==> config.mk <==
export PLATFORM = sky130hd
export DESIGN_NAME = mc_control_fsm
export DESIGN_NICKNAME = d
export VERILOG_FILES = /design/src/rtl/mc_control_fsm.sv
export SDC_FILE = /design/constraint.sdc
export NUM_CORES = 1
export LEC_CHECK = 0
export BUFFER_PORTS_ARGS = -buffer_cell sky130_fd_sc_hd__clkbuf_2
export CAP_MARGIN = 20
export CORE_MARGIN = 3
export CORE_UTILIZATION = 40
export CTS_BUF_LIST = sky130_fd_sc_hd__clkbuf_2
export CTS_CLUSTER_DIAMETER = 100
export DETAILED_ROUTE_END_ITERATION = 12
export PLACE_DENSITY = 0.71
export SLEW_MARGIN = 20
export SYNTH_ARGS = -nofsm -noshare
export SYNTH_HDL_FRONTEND = slang
export SYNTH_SLANG_ARGS = --single-unit
==> constraint.sdc <==
create_clock -name CLK -period 2.4 [get_ports CLK]
set_clock_uncertainty 0.15 [all_clocks]
set_input_delay 0 -clock CLK [delete_from_list [all_inputs] [get_ports CLK]]
set_output_delay 0 -clock CLK [all_outputs]
set_load 0.01 [all_outputs]
==> src/rtl/mc_control_fsm.sv <==
// Multi-cycle control sequencer: fetch/decode/execute/memory/writeback with retire counter.
// Latency: 3 cycles (B/UJ), 4 (3R/2RI/RI/S), 5 (L) per instruction with mem_ready held high.
// Backpressure: FETCH, MEM_RD and MEM_WR hold their strobes and stall until mem_ready.
module mc_control_fsm #(
    parameter int OPC_W = 3,
    parameter int CNT_W = 16
) (
    input  logic             CLK,
    input  logic             RST_N,
    input  logic [OPC_W-1:0] opcode,
    input  logic             mem_ready,
    output logic             PCWrite,
    output logic             PCWriteCond,
    output logic             IRWrite,
    output logic             IorD,
    output logic             MemRead,
    output logic             MemWrite,
    output logic             reg_write,
    output logic             memToReg,
    output logic             ALUSrcA,
    output logic [1:0]       ALUSrcB,
    output logic [1:0]       ALUOp,
    output logic [1:0]       PCSource,
    output logic             halted,
    output logic [CNT_W-1:0] instr_count
);

    typedef enum logic [3:0] {
        S_IDLE, S_FETCH, S_DECODE, S_EXEC_R, S_EXEC_I, S_EXEC_U, S_MEM_ADDR,
        S_MEM_RD, S_MEM_WR, S_WB_ALU, S_WB_MEM, S_BRANCH, S_JUMP, S_HALT
    } state_t;

    localparam logic [OPC_W-1:0] OP_R    = OPC_W'(0);
    localparam logic [OPC_W-1:0] OP_I    = OPC_W'(1);
    localparam logic [OPC_W-1:0] OP_U    = OPC_W'(2);
    localparam logic [OPC_W-1:0] OP_LD   = OPC_W'(3);
    localparam logic [OPC_W-1:0] OP_J    = OPC_W'(4);
    localparam logic [OPC_W-1:0] OP_ST   = OPC_W'(5);
    localparam logic [OPC_W-1:0] OP_B    = OPC_W'(6);
    localparam logic [OPC_W-1:0] OP_HALT = OPC_W'(7);

    state_t             r_state;
    state_t             w_next;
    logic               r_armed;   // IDLE waits one extra edge after reset release
    logic [OPC_W-1:0]   r_opc;
    logic [CNT_W-1:0]   r_count;
    logic               w_retire;

    // State register, opcode latch, retire counter
    always_ff @(posedge CLK or negedge RST_N) begin
        if (!RST_N) begin
            r_state <= S_IDLE;
            r_armed <= 1'b0;
            r_opc   <= '0;
            r_count <= '0;
        end else begin
            r_state <= w_next;
            r_armed <= 1'b1;
            if (r_state == S_DECODE) r_opc <= opcode;
            if (w_retire) r_count <= r_count + CNT_W'(1);
        end
    end

    // Next-state selection; a retire is any return to FETCH from an instruction's last state
    always_comb begin
        w_next = r_state;
        case (r_state)
            S_IDLE:     if (r_armed) w_next = S_FETCH;
            S_FETCH:    if (mem_ready) w_next = S_DECODE;
            S_DECODE: begin
                case (opcode)
                    OP_R:         w_next = S_EXEC_R;
                    OP_I:         w_next = S_EXEC_I;
                    OP_U:         w_next = S_EXEC_U;
                    OP_LD, OP_ST: w_next = S_MEM_ADDR;
                    OP_J:         w_next = S_JUMP;
                    OP_B:         w_next = S_BRANCH;
                    OP_HALT:      w_next = S_HALT;
                    default:      w_next = S_HALT;
                endcase
            end
            S_EXEC_R, S_EXEC_I, S_EXEC_U: w_next = S_WB_ALU;
            S_MEM_ADDR: w_next = (r_opc == OP_LD) ? S_MEM_RD : S_MEM_WR;
            S_MEM_RD:   if (mem_ready) w_next = S_WB_MEM;
            S_MEM_WR:   if (mem_ready) w_next = S_FETCH;
            S_WB_ALU, S_WB_MEM, S_BRANCH, S_JUMP: w_next = S_FETCH;
            S_HALT:     w_next = S_HALT;
            default:    w_next = S_IDLE;
        endcase
        w_retire = (w_next == S_FETCH) && (r_state != S_IDLE) && (r_state != S_FETCH);
    end

    // Moore output decode; only FETCH's PC/IR enables depend on mem_ready
    always_comb begin
        PCWrite     = 1'b0;
        PCWriteCond = 1'b0;
        IRWrite     = 1'b0;
        IorD        = 1'b0;
        MemRead     = 1'b0;
        MemWrite    = 1'b0;
        reg_write   = 1'b0;
        memToReg    = 1'b0;
        ALUSrcA     = 1'b0;
        ALUSrcB     = 2'b00;
        ALUOp       = 2'b00;
        PCSource    = 2'b00;
        halted      = 1'b0;
        case (r_state)
            S_FETCH: begin
                MemRead = 1'b1;
                ALUSrcB = 2'b01;
                IRWrite = mem_ready;
                PCWrite = mem_ready;
            end
            S_DECODE:   ALUSrcB = 2'b10;
            S_EXEC_R: begin
                ALUSrcA = 1'b1;
                ALUOp   = 2'b10;
            end
            S_EXEC_I, S_MEM_ADDR: begin
                ALUSrcA = 1'b1;
                ALUSrcB = 2'b10;
            end
            S_EXEC_U: begin
                ALUSrcB = 2'b10;
                ALUOp   = 2'b11;
            end
            S_MEM_RD: begin
                MemRead = 1'b1;
                IorD    = 1'b1;
            end
            S_MEM_WR: begin
                MemWrite = 1'b1;
                IorD     = 1'b1;
            end
            S_WB_ALU:   reg_write = 1'b1;
            S_WB_MEM: begin
                reg_write = 1'b1;
                memToReg  = 1'b1;
            end
            S_BRANCH: begin
                ALUSrcA     = 1'b1;
                ALUOp       = 2'b01;
                PCWriteCond = 1'b1;
                PCSource    = 2'b01;
            end
            S_JUMP: begin
                PCWrite  = 1'b1;
                PCSource = 2'b01;
            end
            S_HALT:     halted = 1'b1;
            default: ;
        endcase
    end

    assign instr_count = r_count;

endmodule

==> qor.txt, run 1 <==
Status = finished clean
Post-synthesis mux area share = 0.0428
Critical Path RT = 2.50 ns
Pre-Repair DR Iteration Count = 4
Hold EP = r_opc[0]
Via count = 1,200
Area of the mapped netlist = 1520 µm²
Setup violations, final = 0
Remaining DRCs = 0
Adder-Cell Fraction of Synth Area = 0.0329
H-tree depth = 1
Complex-gate fraction of the synthesized area = 0.0717
Largest net degree at the start of global routing = 15
VDD IR max = 0.000324 V
Fin Setup TNS = 0 ns
Cell count after synthesis = 158
Critical Path AT = 2.37 ns
Mapped Avg Cell Area = 9.61 µm²
Critical hold path startpoint = opcode[0]
Setup slack after placement = 0.113 ns
HP Class = input pin to flop
Worst path slowest cell = dlygate4sd3_1
Number of synthesized register bits = 24
Reg2reg start = r_state[3]
Final Cycle Share = 0.946
CP top delay family = buffers and inverters
RD Place Congestion = 0.853
Post-Syn Nets = 168
I/O pin total = 38
Maximum buffer depth of the clock tree = 2
Vert. Die Dim = 67.6 µm
Synth Area in XOR/XNOR = 0.0923
Die Span X = 67.6 µm
Post-CTS Repair Setup Buffers = 0
Port-buffer cells = 36
Aggregate global routing overflow = 0
CP Launch Point = opcode[0]
N_diodes = 0
RSZ-0062 raised after global routing = no
Detailed placement HPWL = 2280 µm
CP peak stage delay = 0.52 ns
Main combinational cell family by area after synthesis = simple AND/OR/NAND/NOR gates
Worst r2r path cells = 6
Fraction of layout cells with a size suffix above 1 = 0.322
Total power = 589 µW
Cells along the critical path = dlygate4sd3_1 > clkbuf_2 > inv_1 > ha_1 > xnor2_1 > a211o_2 > nor4b_4 > buf_4 > mux2_2
FF-to-FF End = instr_count[1]
Core Box Area = 3490 µm²
CP Launch Type = input pin
PwrDens = 320 nW/µm²
Relative slew slack = 0.611
Starting Density = 0.435
Yosys top cell area share = 0.395
Seq/Total Area, Yosys = 0.395
DRT iter0 DRCs = 89
Die area = 4570 µm²
All-layer global routing usage = 0.147
Tmin final = 2.27 ns
Fmax = 441 MHz
Yosys cell types = 43
Synthesis-to-finish area growth = 20.9%
CP max FO = 12
Initial antenna violation count = 0
Leakage = 0.000868 µW
Flop-to-flop setup slack = 0.16 ns
Net count, final = 216
Area leader, netlist = dfrtp_1
Worst-Margin Slew = 0.581 ns
Simple-gate share of the synthesized area = 0.305
TritonCTS Sinks = 24
Routed length per placed instance = 11.7 µm
Antenna viol nets, final = 0
Clk_lat worst skew = 0.33 ns
Final Hold Viols = 0
Critical Path Sink Type = flop
Final wirelength = 2950 µm
Vias in the first global route = 1,094
PnR worst setup slack = 0.130 ns
Inserted Clock Buffers = 3
Bufs and invs on worst path = 4
Warnings, synthesis = 0
Maxcap violations = 0
Reg clk slew, reported paths = 0.20 ns
Clk root buf = clkbuf_2
Fin Hold WS = 0.335 ns
Max-slew violations = 0
Std cell rows = 21
Fillers = 336
Setup CP Type = input pin to flop
Vias per inst = 4.78
CTS tree = yes
Worst Hold Depth = 3
First-pass GRT wire length = 5160 µm
Top cells by area, synth = dfrtp_1 (40%), xnor2_1 (8.6%), nand2_1 (4.7%)
## cells in the mapped netlist (all sizes together)
master and count:
dfrtp 24, nand2 19, xnor2 15, nor2 11, a21oi 8, nand2b 7, nor3 6, buf 5
nand3 5, and2 4, ha 4, mux2 4, nand4 4, o21ai 4, clkbuf 3, or2 3
or2b 3, and3 2, conb 2, inv 2, mux2i 2, nand4bb 2, nor2b 2, nor3b 2
nor4b 2, or3 2, or3b 2, a2111o 1, a211o 1, a31oi 1, and4 1, nand4b 1
o21bai 1, o22ai 1, o31ai 1, xor2 1
## flip-flops by register name, indices dropped and copies added (netlist names)
| register | count |
|---|---|
| r_opc | 3 |
| r_state | 4 |
| instr_count | 16 |
| r_armed | 1 |
## power breakdown
group	switching, µW	leakage, µW	internal [µW]
registers	0.217	0.000317	406
logic	18.7	0.000537	15.9
clock network	112	0.0000140	36.2
total	131	0.000868	458
## timing repair
item                                    in CTS  in global routing
endpoints found under the hold margin       28                  0
hold buffers                                 7                  0
endpoints found under the setup margin       0                 10
resized for setup                            0                  3
## placed cells by master, fill, tap and decap left out, drive strengths merged, types with 5 or more instances in the layout
cell / instances
clkbuf: 39
nor2: 11
a21oi: 8
nor3: 6
dfrtp: 24
xnor2: 15
dlygate4sd3: 7
buf: 8
nand2: 19
nand2b: 7
nand3: 5
## per-stage QoR
| step | utilization | instance area, µm² | std cells |
|---|---|---|---|
| after CTS | 0.523 | 1830 | 251 |
| final | 0.526 | 1840 | 251 |
| after global routing | 0.526 | 1840 | 251 |
| after detailed placement | 0.498 | 1740 | 240 |
| after global placement | 0.498 | 1740 | 240 |
| after floorplan | - | 1520 | 158 |
## routing by layer
metal / share of wire / global-route usage
met2: 0.46 / 0.215
met3: 0.042 / 0.0366
met5: 0 / 0
met1: 0.50 / 0.216
met4: 0.0027 / 0.0380
## worst max-delay path by stage
stage,slack [ns],cells past startpoint,end
CTS,0.08,6,instr_count[1]
finish,0.13,9,instr_count[1]
global placement,0.13,6,instr_count[1]
detailed placement,0.11,6,instr_count[1]
floorplan,0.31,8,instr_count[3]
global route,0.006,6,instr_count[1]
## tightest hold or removal path: stages
cell	delay, ns
dlygate4sd3_1	0.52
clkbuf_2	0.13
mux2_2	0.15
## layout make-up
class	instances	area, µm²	area share
Clock buffer	3	15.0	0.00817
Sequential cell	24	603	0.328
Tap cell	46	57.6	0.0313
Multi-Input combinational cell	124	840	0.457
Timing Repair Buffer	51	310	0.169
Clock inverter	1	3.75	0.00204
Inverter	2	7.51	0.00409
## cells by family (layout without fill, tap and decap cells)
family | after synthesis | in the layout
buf+inv | 10 | 57
fa+ha+maj | 4 | 4
compound gates | 18 | 18
flops | 24 | 24
mux | 6 | 6
other cells | 2 | 2
xor+xnor | 16 | 16
simple gates | 78 | 78
Power figures use the tool's default switching activity.
==> run 2: changes to the inputs <==
CORE_UTILIZATION = 39   (was 40)
PLACE_DENSITY = 0.7   (was 0.71)
SKIP_CTS_REPAIR_TIMING = 1   (was unset)
==> qor.txt, run 2 (synthesis results as in run 1) <==
Status = finished clean
All-layer global routing usage = 0.134 (-0.0135)
Synthesis-to-finish area growth = 21.3%
Final Cycle Share = 0.958 (+0.0123)
Share of power burned in registers = 0.581 (-0.109)
Port-buffer cells = 36 (unchanged)
Leakage = 0.000868 µW (about the same)
CTS tree = yes
Finished Layout Cells = 251 (unchanged)
CP Launch Type = flop
RD Place Congestion = 0.760 (-11%)
Clk pwr share = 0.370 (+0.119)
Max reg flops = 16 (unchanged)
Core Box Area = 3720 µm² (+6.3%)
Remaining DRCs = 0 (unchanged)
M1 GR Usage = 0.170 (-0.0455)
Relative slew slack = 0.652 (+0.0404)
CP top delay family = simple AND/OR/NAND/NOR gates
Vert. Die Dim = 68.4 µm (+1.2%)
Inserted Clock Buffers = 3 (unchanged)
Fraction of layout cells with a size suffix above 1 = 0.320 (-0.00175)
I/O pin total = 38 (unchanged)
Cells along the critical path = nor4b_2 > and2_4 > or3_4 > nor4b_4 > buf_4 > mux2_2
Aggregate global routing overflow = 0 (unchanged)
Fmax = 435 MHz (-1.3%)
Routed length per placed instance = 11.6 µm (-0.85%)
Reg clk slew, reported paths = 0.23 ns (+0.03 ns)
Fin Setup TNS = 0 ns (unchanged)
Bufs and invs on worst path = 1 (-3)
Global Route met3 Usage = 0.0197 (-0.0169)
Setup CP Type = flop to flop
Final wirelength = 2920 µm (-0.85%)
Tmin final = 2.30 ns (+0.0296 ns)
Most common cell after layout, fill and taps aside = clkbuf_2
Maxcap violations = 0 (unchanged)
Critical hold path startpoint = mem_ready
Largest net degree at the start of global routing = 25 (+10)
Switch Pwr = 134 µW (+2.3%)
Worst-Margin Slew = 0.521 ns (-0.0600 ns)
GR peak layer = met2
HP Class = input pin to flop
CP max FO = 12 (unchanged)
Die area = 4680 µm² (+2.4%)
N_diodes = 0 (unchanged)
Detailed placement HPWL = 2240 µm (-1.7%)
Clk root buf = clkbuf_2
Maximum buffer depth of the clock tree = 2 (unchanged)
Setup violations, final = 0 (unchanged)
DRT iter0 DRCs = 67 (-25%)
Final Hold Viols = 0 (unchanged)
CP Launch Point = r_state[1]
Initial antenna violation count = 0 (unchanged)
TritonCTS Sinks = 24 (unchanged)
First-pass GRT wire length = 4880 µm (-5.5%)
Critical Path AT = 2.38 ns (about the same)
VDD IR max = 0.000306 V (-5.6%)
Most frequent cells in the layout = clkbuf_2 (39), dfrtp_1 (22), nand2_1 (19), xnor2_1 (15), nor2_1 (11)
Combinational Power Share = 0.048 (-0.011)
Clk_lat worst skew = 0.34 ns (about the same)
Vias in the first global route = 1,107 (+1.2%)
CP peak stage delay = 0.51 ns (about the same)
Net count, final = 214 (-0.93%)
Net Sw Frac = 0.191 (-0.0306)
Worst path slowest cell = dfrtp_1
PwrDens = 379 nW/µm² (+18%)
Pre-Repair DR Iteration Count = 4 (unchanged)
Max-slew violations = 0 (unchanged)
Starting Density = 0.409 (-0.0259)
H-tree depth = 1 (unchanged)
Via count = 1,213 (+1.1%)
Fillers = 376 (+12%)
Placed cells = 241 (+0.42%)
Critical Path RT = 2.48 ns (-0.02 ns)
Critical Path Sink Type = flop
RSZ-0062 raised after global routing = no
Antenna viol nets, final = 0 (unchanged)
Std cell rows = 22 (+4.8%)
Reg2reg start = r_state[1]
Internal power = 565 µW (+23%)
Met2 Resource Use GR = 0.234 (+0.0185)
Total power = 698 µW (+19%)
Die Span X = 68.4 µm (+1.2%)
Vias per inst = 4.83 (+1.1%)
## run 2: routing by layer
layer,wire (µm),part of all wire
met5,0,0
met4,19,0.0065
met3,150,0.051
met2,1350,0.46
met1,1400,0.48
## run 2: worst paths after layout
path                                   end  slack, ns  cells past startpoint
setup / recovery            instr_count[1]       0.10                      6
hold / removal                  r_state[0]       0.02                      3
setup reg to reg            instr_count[1]       0.10                      6
hold reg to reg            instr_count[15]       0.34                      1
max in group asynchronous  instr_count[15]       0.54                      4
min in group asynchronous          r_armed       0.49                      3
## run 2: final cells by class
class,instances,area [µm²],area share
clock buffers,3,15.0,0.00815
clock inverters,1,30.0,0.0163
inverters,2,7.51,0.00407
multi-input cells,124,835,0.453
flip-flops and latches,24,603,0.327
well taps,48,60.1,0.0326
repair buffers,49,293,0.159
## run 2: power groups by stage
stage / clock network [µW] / registers, µW / logic (µW)
2_1_floorplan: 0 / 413 / 11.1
3_3_place_gp: 0 / 413 / 26.4
3_5_place_dp: 0 / 413 / 26.3
4_1_cts: 269 / 406 / 26.5
5_1_grt: 288 / 407 / 38.6
6_report: 259 / 406 / 33.6
## run 2: through the flow
step	hold slack (ns)	util	cell area, µm²	setup WS, ns
floorplan	-0.446	-	1520	0.306
global placement	-0.127	0.467	1740	0.162
detailed placement	-0.127	0.467	1740	0.140
CTS	-0.550	0.479	1780	0.0847
global route	0.0154	0.496	1840	0.00667
finish	0.0156	0.496	1840	0.100
## run 2: worst min-delay path: stages
cell      delay (ns)
clkbuf_2        0.12
o21ai_0         0.16
a2111o_1        0.17
